`src/rtl/decision_unit.sv`:
```
// Decision responder: scans the variable-state vector for the first unassigned variable,
// writes one decision at the next level and owns the level counter. Optional macro: DECISION_POLARITY_TRUE_EN.
module decision_unit #(
  parameter int unsigned WIDTH_LVL   = 16,
  parameter int unsigned NUM_VARS    = 8,
  parameter int unsigned NUM_CLAUSES = 8,
  parameter int unsigned WIDTH_VAR   = 3
) (
  input  logic                   clk,
  input  logic                   rst,
  input  logic                   start_decision_i,
  input  logic [2*NUM_VARS-1:0]  var_value_i,
  input  logic [NUM_CLAUSES-1:0] clause_sat_i,
  input  logic                   load_lvl_i,
  input  logic [WIDTH_LVL-1:0]   lvl_i,
  output logic                   done_decision_o,
  output logic                   all_c_is_sat_o,
  output logic [WIDTH_LVL-1:0]   cur_lvl_o,
  output logic                   wr_var_en_o,
  output logic [WIDTH_VAR-1:0]   wr_var_idx_o,
  output logic [1:0]             wr_var_value_o,
  output logic [WIDTH_LVL-1:0]   wr_var_lvl_o
);

  typedef enum logic [1:0] {
    IDLE   = 2'd0,
    SCAN   = 2'd1,
    ASSIGN = 2'd2,
    DONE   = 2'd3
  } state_t;

`ifdef DECISION_POLARITY_TRUE_EN
  localparam logic [1:0] DECISION_VALUE = 2'b10;
`else
  localparam logic [1:0] DECISION_VALUE = 2'b01;
`endif

  localparam logic [WIDTH_VAR-1:0] LAST_IDX = WIDTH_VAR'(NUM_VARS - 1);
  localparam logic [1:0]           UNASSIGNED = 2'b00;

  state_t                 state_q, state_d;
  logic [WIDTH_VAR-1:0]   idx_q, idx_d;
  logic                   done_q, done_d;
  logic                   all_sat_q, all_sat_d;
  logic [WIDTH_LVL-1:0]   cur_lvl_q, cur_lvl_d;
  logic                   wr_en_q, wr_en_d;
  logic [WIDTH_VAR-1:0]   wr_idx_q, wr_idx_d;
  logic [1:0]             wr_val_q, wr_val_d;
  logic [WIDTH_LVL-1:0]   wr_lvl_q, wr_lvl_d;

  logic [1:0]             cur_var_state_c;
  logic                   all_clauses_sat_c;

  // State of the variable under the scan pointer; out-of-range indices read as assigned.
  always_comb begin
    cur_var_state_c = 2'b11;
    for (int i = 0; i < int'(NUM_VARS); i++) begin
      if (idx_q == WIDTH_VAR'(i)) begin
        cur_var_state_c = var_value_i[2*i +: 2];
      end
    end
  end

  assign all_clauses_sat_c = &clause_sat_i;

  // State and output registers.
  always_ff @(posedge clk) begin
    if (!rst) begin
      state_q   <= IDLE;
      idx_q     <= '0;
      done_q    <= 1'b0;
      all_sat_q <= 1'b0;
      cur_lvl_q <= '0;
      wr_en_q   <= 1'b0;
      wr_idx_q  <= '0;
      wr_val_q  <= 2'b00;
      wr_lvl_q  <= '0;
    end else begin
      state_q   <= state_d;
      idx_q     <= idx_d;
      done_q    <= done_d;
      all_sat_q <= all_sat_d;
      cur_lvl_q <= cur_lvl_d;
      wr_en_q   <= wr_en_d;
      wr_idx_q  <= wr_idx_d;
      wr_val_q  <= wr_val_d;
      wr_lvl_q  <= wr_lvl_d;
    end
  end

  // Next-state and next-output logic; a backtrack load overrides the decision increment.
  always_comb begin
    state_d   = state_q;
    idx_d     = idx_q;
    done_d    = 1'b0;
    all_sat_d = all_sat_q;
    cur_lvl_d = load_lvl_i ? lvl_i : cur_lvl_q;
    wr_en_d   = 1'b0;
    wr_idx_d  = wr_idx_q;
    wr_val_d  = wr_val_q;
    wr_lvl_d  = wr_lvl_q;

    unique case (state_q)
      IDLE: begin
        if (start_decision_i) begin
          state_d   = SCAN;
          idx_d     = '0;
          all_sat_d = 1'b0;
        end
      end

      SCAN: begin
        if (all_clauses_sat_c) begin
          state_d   = DONE;
          done_d    = 1'b1;
          all_sat_d = 1'b1;
        end else if (cur_var_state_c == UNASSIGNED) begin
          state_d  = ASSIGN;
          wr_en_d  = 1'b1;
          wr_idx_d = idx_q;
          wr_val_d = DECISION_VALUE;
          // Tag with the level the ASSIGN cycle will present, including a load landing now.
          wr_lvl_d = cur_lvl_d + WIDTH_LVL'(1);
        end else if (idx_q == LAST_IDX) begin
          state_d   = DONE;
          done_d    = 1'b1;
          all_sat_d = 1'b1;
        end else begin
          idx_d = idx_q + WIDTH_VAR'(1);
        end
      end

      ASSIGN: begin
        state_d = DONE;
        done_d  = 1'b1;
        if (!load_lvl_i) begin
          cur_lvl_d = cur_lvl_q + WIDTH_LVL'(1);
        end
      end

      DONE: begin
        state_d = IDLE;
      end

      default: begin
        state_d = IDLE;
      end
    endcase
  end

  assign done_decision_o = done_q;
  assign all_c_is_sat_o  = all_sat_q;
  assign cur_lvl_o       = cur_lvl_q;
  assign wr_var_en_o     = wr_en_q;
  assign wr_var_idx_o    = wr_idx_q;
  assign wr_var_value_o  = wr_val_q;
  assign wr_var_lvl_o    = wr_lvl_q;

endmodule

```
`config.mk`:
```
export PLATFORM = sky130hd
export DESIGN_NAME = decision_unit
export DESIGN_NICKNAME = d
export VERILOG_FILES = /design/src/rtl/decision_unit.sv
export SDC_FILE = /design/constraint.sdc
export NUM_CORES = 1
export LEC_CHECK = 0
export CAP_MARGIN = 20
export CORE_MARGIN = 2
export CORE_UTILIZATION = 64
export DETAILED_ROUTE_END_ITERATION = 10
export DONT_BUFFER_PORTS = 1
export PLACE_DENSITY = 0.8
export SKIP_LAST_GASP = 1
export SLEW_MARGIN = 20
export SYNTH_ARGS = -nofsm -noshare
export SYNTH_HDL_FRONTEND = slang
export SYNTH_SLANG_ARGS = --single-unit
```
`constraint.sdc`:
```
create_clock -name clk -period 3 [get_ports clk]
set_input_delay 0.3 -clock clk [delete_from_list [all_inputs] [get_ports clk]]
set_output_delay 0.3 -clock clk [all_outputs]
set_load 0.05 [all_outputs]
```
==> summary.md, run 1 <==
| Metric | Value |
|---|---|
| Status | complete, no violations |
| Peak VDD IR | 349.8 uV |
| Fillers | 381 |
| Post-CTS Setup Bufs | 0 |
| WS Path Type | flip-flop to flip-flop |
| Top Usage Layer GRT | met2 |
| Unique masters post-synth | 53 |
| Initial Util | approximately two thirds |
| Clk sinks | 44 |
| Register area share after synthesis | 31.16% |
| Multi-input gate area | about 0.0018 mm2 |
| Pin count of the biggest net entering global routing | 51 |
| Post-cts sizing count | 0 |
| Number of synthesized flops with an enable pin | 0 |
| Min Tclk post-route | 2.380 ns |
| Asr flop ratio synth | 0% |
| WP buf/inv | 1 |
| Synth top area cells | dfxtp_1 31%, mux2i_1 9.6%, nand2_1 8.2% |
| Worst hold path class | input port to flip-flop |
| Die area | 0.004964 mm2 |
| Cts bufs inserted | 5 |
| Critical path arrival | 2.61 ns |
| DIE HEIGHT | 70.46 um |
| DRT iter0 DRCs | approximately 130 |
| GP Congestion | 0.8416 |
| Critical Path Fanout Max | 6 |
| RSZ-0062 raised after global routing | false |
| Setup Skew | between 0.006 and 0.007 ns |
| Pwr Density | 567.5 mW/mm2 |
| Final Max Tran Viols | 0 |
| Fin cells | approximately 400 |
| Mean Syn Cell Area | 8.193 um2 |
| Most frequent cell after synthesis | nand2_1 |
| Detailed Route WL | roughly 6500 um |
| Hold Fails Final Rpt | 0 |
| Mapped cell area | 0.002826 mm2 |
| CTS tree | done |
| Ys Warns | 0 |
| WP data required | 3.23 ns |
| Syn nets | 401 |
| Via count | around 2500 |
| DRC viols | 0 |
| CTS Hold Bufs | 0 |
| Pre-antenna DRT Iters | 5 |
| Share of layout cells above drive strength 1 | between 8 and 9% |
| Clock root cell | clkbuf_8 |
| Dpl hpwl | ~4900 um |
| Period utilisation layout | 79.34% |
| GRT overflow | 0 |
| I/O pins | 84 |
| CTS clk-pin slew, worst paths | 0.08 ns |
| Post-Syn Instances | 345 |
| Via density per instance | 6.241 |
| Critical-path cell list | buf_4 > nand2b_1 > nand2_1 > ha_1 > nand4b_1 > a222oi_1 > and4_1 > o221ai_1 > mux2i_1 |
| Max_cap viols | 0 |
| Register Area | 880.8 um2 |
| All-Layer GR Usage | 26.91% |
| First-pass GRT wire length | 10740 um |
| CTS max path bufs | 2 |
| Wire per inst | 16.31 um |
| N_diodes | 0 |
| Die width | just over 70 um |
| Top Family by Delay on Critical Path | compound AO/OA/AOI/OAI gates |
| Vias in the first global route | 2338 |
| Met3 Use GR | ~9% |
| Slew HR | a little over half |
| CP endpoint kind | flip-flop |
| Final setup TNS | 0 ns |
| FF+latch count, synth | 44 |
| M1 GR Usage | 32.10% |
| Area Growth Syn to Fin | 5.976% |
| Synth top area share | 31.16% |
| Met2 Use GR | a little under half |
| PortBufs | 0 |
| Final #Nets | between 400 and 500 |
| Core area | 0.004294 mm2 |
| Area leader, netlist | dfxtp_1 |
| Worst-Margin Slew | 0.6948 ns |
| Final-report setup violation count | 0 |
| H-Tree Depth | 2 |
| Row count | 24 |
| Initial antenna violation count | 0 |
| Slowest stage delay, CP | 0.68 ns |
| Worst skew pair latency | 0.30 ns |
| Min Hold Slack | roughly 0.14 ns |
| CP Launch Type | flip-flop |
| Top cells by count, synth | 62 x nand2_1, 44 x dfxtp_1, 27 x mux2i_1 |
| Crit path max-delay cell type | a222oi_1 |
| Leakage power | 1.212 nW |
| Inst Count DP | 391 |
| ANT nets after route | 0 |
| Main flop type after synthesis | dfxtp_1 |
| Fmax | about 0.42 GHz |
## logic make-up after synthesis
group           Yosys count  share of synthesized area (%)
compound gates           61                          15.72
xor+xnor                 10                          3.099
buf+inv                  33                          5.179
fa+ha+maj                12                          5.312
mux                      34                          12.35
other cells               1                         0.1327
flops                    44                          31.16
simple gates            150                          27.05
## per-stage QoR
| step | worst slack (ns) | area, um2 | total power [W] | util [%] |
|---|---|---|---|---|
| 2_1_floorplan | 0.2106 | 2826 | 0.001164 | - |
| 6_report | 0.6198 | 2995 | 0.001700 | 69.76 |
| 5_1_grt | 0.3998 | 2995 | 0.001786 | 69.76 |
| 4_1_cts | 0.6216 | 2995 | 0.001700 | 69.76 |
| 3_5_place_dp | 0.6540 | 2888 | 0.001252 | 67.25 |
| 3_3_place_gp | 0.7149 | 2888 | 0.001236 | 67.25 |
## flip-flops by register name (all words and copies together) (netlist names)
| register | count |
|---|---|
| wr_var_lvl_o | 16 |
| state_q | 2 |
| idx_q | 3 |
| cur_lvl_o | 16 |
| done_decision_o | 1 |
| wr_var_value_o | 1 |
| wr_var_en_o | 1 |
| wr_var_idx_o | 3 |
| all_c_is_sat_o | 1 |
## power by group
| group | switching (W) | total (W) | leakage (nW) | internal [W] |
|---|---|---|---|---|
| registers | 0.000137 | 0.000771 | 0.359 | 0.000634 |
| logic | 0.000284 | 0.000474 | 0.799 | 0.000190 |
| clock network | 0.000207 | 0.000455 | 0.0552 | 0.000247 |
## cells in the final DEF, fill, tap and decap left out, drive strengths merged, types with 3 or more instances in the layout
cell	synthesis	final
a21o	4	4
a21oi	12	12
a22oi	3	3
a31oi	3	3
and3	3	3
and4	5	5
buf	10	11
clkbuf	7	6
dfxtp	44	44
ha	12	12
inv	16	16
mux2	7	7
mux2i	27	27
nand2	62	62
nand2b	4	4
nand3	19	19
nand3b	5	5
nand4	8	8
nor2	20	20
nor3	3	3
nor3b	4	4
nor4	3	3
nor4b	3	3
o211a	3	3
o21a	4	4
o21ai	12	12
o221ai	5	5
or3	3	3
xnor2	8	8
## layer usage
layer / vias to the layer above / share of wire [%] / routed length (um)
li1: 1244 / - / -
met1: 1152 / 43 / 2772
met2: 85 / 48 / 3097
met3: 9 / 8.7 / 564
met4: 0 / 1.2 / 75
met5: - / 0 / 0
## cell type report
cell class                      instances  share of cell area [%]
Tap cell                               52                   2.172
Inverter                               16                   2.005
Clock inverter                          2                   1.170
Timing Repair Buffer                   11                   2.757
Clock buffer                            6                   2.423
Multi-Input combinational cell        268                   60.07
Sequential cell                        44                   29.41
## path summary, 6_finish.rpt
kind,slack (ns),start,endpoint,cells after the start
max,0.62,cur_lvl_o[0],wr_var_lvl_o[14],9
min,0.14,rst,cur_lvl_o[15],1
max reg2reg,0.62,cur_lvl_o[0],wr_var_lvl_o[14],9
min reg2reg,0.52,state_q[1],state_q[1],2
No activity file was read; power rests on OpenSTA's default activity.
==> run 2: changes to the inputs <==
--- a/config.mk
+++ b/config.mk
@@ -5,12 +5,13 @@
 export SDC_FILE = /design/constraint.sdc
 export NUM_CORES = 1
 export LEC_CHECK = 0
+export ABC_AREA = 1
 export CAP_MARGIN = 20
 export CORE_MARGIN = 2
-export CORE_UTILIZATION = 64
+export CORE_UTILIZATION = 57
 export DETAILED_ROUTE_END_ITERATION = 10
 export DONT_BUFFER_PORTS = 1
-export PLACE_DENSITY = 0.8
+export PLACE_DENSITY = 0.75
 export SKIP_LAST_GASP = 1
 export SLEW_MARGIN = 20
 export SYNTH_ARGS = -nofsm -noshare
==> constraint.sdc (replaced) <==
create_clock -name clk -period 2.1 [get_ports clk]
set_input_delay 0.21 -clock clk [delete_from_list [all_inputs] [get_ports clk]]
set_output_delay 0.21 -clock clk [all_outputs]
set_load 0.05 [all_outputs]
==> run 2 against run 1 <==
Against the previous run:
- cell area up 0.88%
- largest power group unchanged
- fmax up 27%
- utilization down 1.3 points
- largest cell class unchanged
- final cell count up 15%
- sequential cell count unchanged
- sequential power up 67%
- first-iteration DRC count down 22%
- hold slack worse by 0.12 ns
- combinational power up 71%
- non-clock buffer count up 14
- routed wire length down 5.7%
==> summary.md, run 2 <==
| Metric | Value |
|---|---|
| Status | complete, no violations |
| Top cells by count, synth | 83 x nand2_1, 59 x nor2_1, 44 x dfxtp_1 |
| Via count | 2484 (-0.24%) |
| Final WS setup | 0.2244 ns (-0.3954 ns) |
| WP data required | 2.35 ns (-0.88 ns) |
| Number of synthesized flops with an enable pin | 0 (unchanged) |
| Placement Cell Area | 0.002819 mm2 (-2.4%) |
| Pre-antenna DRT Iters | 5 (unchanged) |
| RSZ-0062 raised after global routing | true |
| Mean Syn Cell Area | 6.828 um2 (-17%) |
| CTS clk-pin slew, worst paths | 0.09 ns (about the same) |
| PortBufs | 0 (unchanged) |
| Share of layout cells above drive strength 1 | 16.95% (+8.9 points) |
| Dpl ws | 0.1074 ns (-0.5466 ns) |
| Asr flop ratio synth | 0% (unchanged) |
| All-Layer GR Usage | 23.79% (-3.1 points) |
| I/O pins | 84 (unchanged) |
| Die width | 72.09 um (+2.3%) |
| Register area share after synthesis | 33.33% (+2.2 points) |
| DRT iter0 DRCs | 103 (-22%) |
| N_diodes | 0 (unchanged) |
| Initial Util | 59.86% (-6.0 points) |
| CTS max path bufs | 2 (unchanged) |
| Synth Area in Compound Gates | 13.87% (-1.8 points) |
| Most common cell type on the critical path | nand2_1 |
| Most frequent cell after synthesis | nand2_1 |
| Most frequent cells in the layout | 82 x nand2_1, 59 x nor2_1, 40 x dfxtp_1 |
| DRC viols | 0 (unchanged) |
| Multiplexer share of the synthesized area | 0% (-12 points) |
| Top Family by Delay on Critical Path | simple AND/OR/NAND/NOR gates |
| First-pass GRT wire length | 9977 um (-7.1%) |
| Row count | 24 (unchanged) |
| XOR/XNOR share of the synthesized area | 4.309% (+1.2 points) |
| DIE HEIGHT | 72.09 um (+2.3%) |
| GRT overflow | 0 (unchanged) |
| Synth top area cells | dfxtp_1 33%, nand2_1 12%, nor2_1 8.4% |
| Max_cap viols | 0 (unchanged) |
| Initial antenna violation count | 0 (unchanged) |
| Final-report setup violation count | 0 (unchanged) |
| Cts bufs inserted | 5 (unchanged) |
| Peak VDD IR | 644.3 uV (+84%) |
| Leakage power | 1.338 nW (+10%) |
| Dpl hpwl | 4560 um (-6.4%) |
| Post-CTS Setup Bufs | 0 (unchanged) |
| CP Launch Type | flip-flop |
| Synth top area share | 33.33% (+2.2 points) |
| Fmax | 0.5332 GHz (+27%) |
| Post-Syn Instances | 387 (+12%) |
| Min Tclk post-route | 1.876 ns (-0.5046 ns) |
| Main flop type after synthesis | dfxtp_1 |
| Fraction of the mapped netlist area in adder cells | 5.682% (+0.37 points) |
| Inst Count DP | 450 (+15%) |
| Simple-Gate Fraction of Synth Area | 34.00% (+6.9 points) |
| Overall Power | 0.002745 W (+61%) |
| Final Max Tran Viols | 0 (unchanged) |
| WS Path Type | flip-flop to flip-flop |
| Crit path max-delay cell type | dfxtp_4 |
| Period utilisation layout | 89.32% (+10 points) |
| Area Growth Syn to Fin | 14.35% |
| Area leader, netlist | dfxtp_1 |
| Unique masters post-synth | 39 (-26%) |
| Wire per inst | 13.37 um (-18%) |
| Setup Skew | 0.01121 ns (+0.004871 ns) |
| Worst-Margin Slew | 0.5393 ns (-0.1556 ns) |
| Pin count of the biggest net entering global routing | 34 (-33%) |
| Hold Fails Final Rpt | 0 (unchanged) |
| Slowest stage delay, CP | 0.38 ns (-0.30 ns) |
| Critical-path cell list | inv_1 > ha_1 > inv_1 > nand3_1 > nand2_1 > nand2_1 > nand2_1 > nand2_1 > nand2_1 > nand3_2 > nand2_2 > nand3_4 > inv_4 > buf_8 > o21ai_0 > nor2_1 |
| CP endpoint kind | flip-flop |
| Ys Warns | 0 (unchanged) |
| Final instance area | 0.003022 mm2 (+0.88%) |
| Commonest non-fill, non-tap cell in the layout | nand2_1 |
| Clock root cell | clkbuf_8 |
| Worst hold path class | input port to flip-flop |
| Worst skew pair latency | 0.30 ns (about the same) |
| Vias in the first global route | 2208 (-5.6%) |
| ANT nets after route | 0 (unchanged) |
| Detailed Route WL | 6135 um (-5.7%) |
| Die area | 0.005197 mm2 (+4.7%) |
| GP Congestion | 0.8584 (+2.0%) |
| Largest family of logic cells by synthesized area | simple AND/OR/NAND/NOR gates |
| WP buf/inv | 4 (+3) |
| Critical path arrival | 2.12 ns (-0.49 ns) |
| Clk sinks | 44 (unchanged) |
| Pwr Density | 908.3 mW/mm2 (+60%) |
| FF+latch count, synth | 44 (unchanged) |
| Fin cells | 459 (+15%) |
| Critical Path Fanout Max | 8 (+2) |
| CTS tree | done |
| Final #Nets | 462 (+15%) |
| Slew HR | 64.00% (+10 points) |
| Syn nets | 443 (+10%) |
| Core area | 0.004414 mm2 (+2.8%) |
| Via density per instance | 5.412 (-13%) |
| Mapped cell area | 0.002643 mm2 (-6.5%) |
| H-Tree Depth | 2 (unchanged) |
run 2: per-layer routing:
metal  vias up  wire length (um)  track usage, %
met5         -                 0               0
met4         0                53           6.289
met3         5               539           6.250
met2        97              2640           35.98
met1      1086              2902           33.65
li1       1296                 -               -
run 2: cell families (layout without fill, tap and decap cells):
logic type / count (synthesis) / count (layout)
AND/OR/NAND/NOR: 198 / 198
flip-flops: 44 / 44
adder cells (fa/ha/maj): 12 / 12
AO/OA/AOI/OAI: 64 / 64
other: 1 / 1
buffers and inverters: 55 / 75
XOR/XNOR: 13 / 13
run 2: layout make-up:
class,instances,area [um2]
clock buffers,6,72.57
clock inverters,2,35.03
fillers,386,1393
inverters,42,160.2
multi-input cells,288,1582
flip-flops and latches,44,890.9
well taps,52,65.06
repair buffers,25,216.5
run 2: repair_timing:
item / 4_1_cts / 5_1_grt
gates resized for setup: 0 / 24
setup endpoints to repair: 0 / 28
hold endpoints to repair: 0 / 0
hold buffers: 0 / 0
run 2: path summary, 6_finish.rpt:
| check | from | to | slack (ns) | cells after the start |
|---|---|---|---|---|
| hold / removal | rst | wr_var_value_o[0] | 0.02 | 2 |
| setup reg to reg | idx_q[1] | wr_var_lvl_o[14] | 0.22 | 16 |
| setup / recovery | idx_q[1] | wr_var_lvl_o[14] | 0.22 | 16 |
| hold reg to reg | idx_q[1] | idx_q[1] | 0.52 | 2 |
run 2: worst register-to-register path, delay by kind of cell (launching register included):
kind	cells	cell delay [ns]
adders and majority gates	1	0.18
buffers and inverters	4	0.42
and+or+nand+nor	10	0.78
DFF	1	0.38
AOI/OAI and AO/OA	1	0.08
run 2: report_power, final:
group | leakage [nW] | internal, W | switching [W]
registers | 0.362 | 0.000956 | 0.000335
clock network | 0.0552 | 0.000353 | 0.000289
logic | 0.921 | 0.000278 | 0.000533
run 2: through the flow:
| stage | TNS (ns) | hold WS (ns) | util, % |
|---|---|---|---|
| after CTS | 0 | 0.02120 | 66.30 |
| final | 0 | 0.02001 | 68.45 |
| after detailed placement | 0 | 0.3338 | 63.86 |
| after global placement | 0 | 0.3275 | 63.86 |
| after floorplan | 0 | 0.3573 | - |
| after global routing | -0.04103 | 0.01425 | 68.45 |
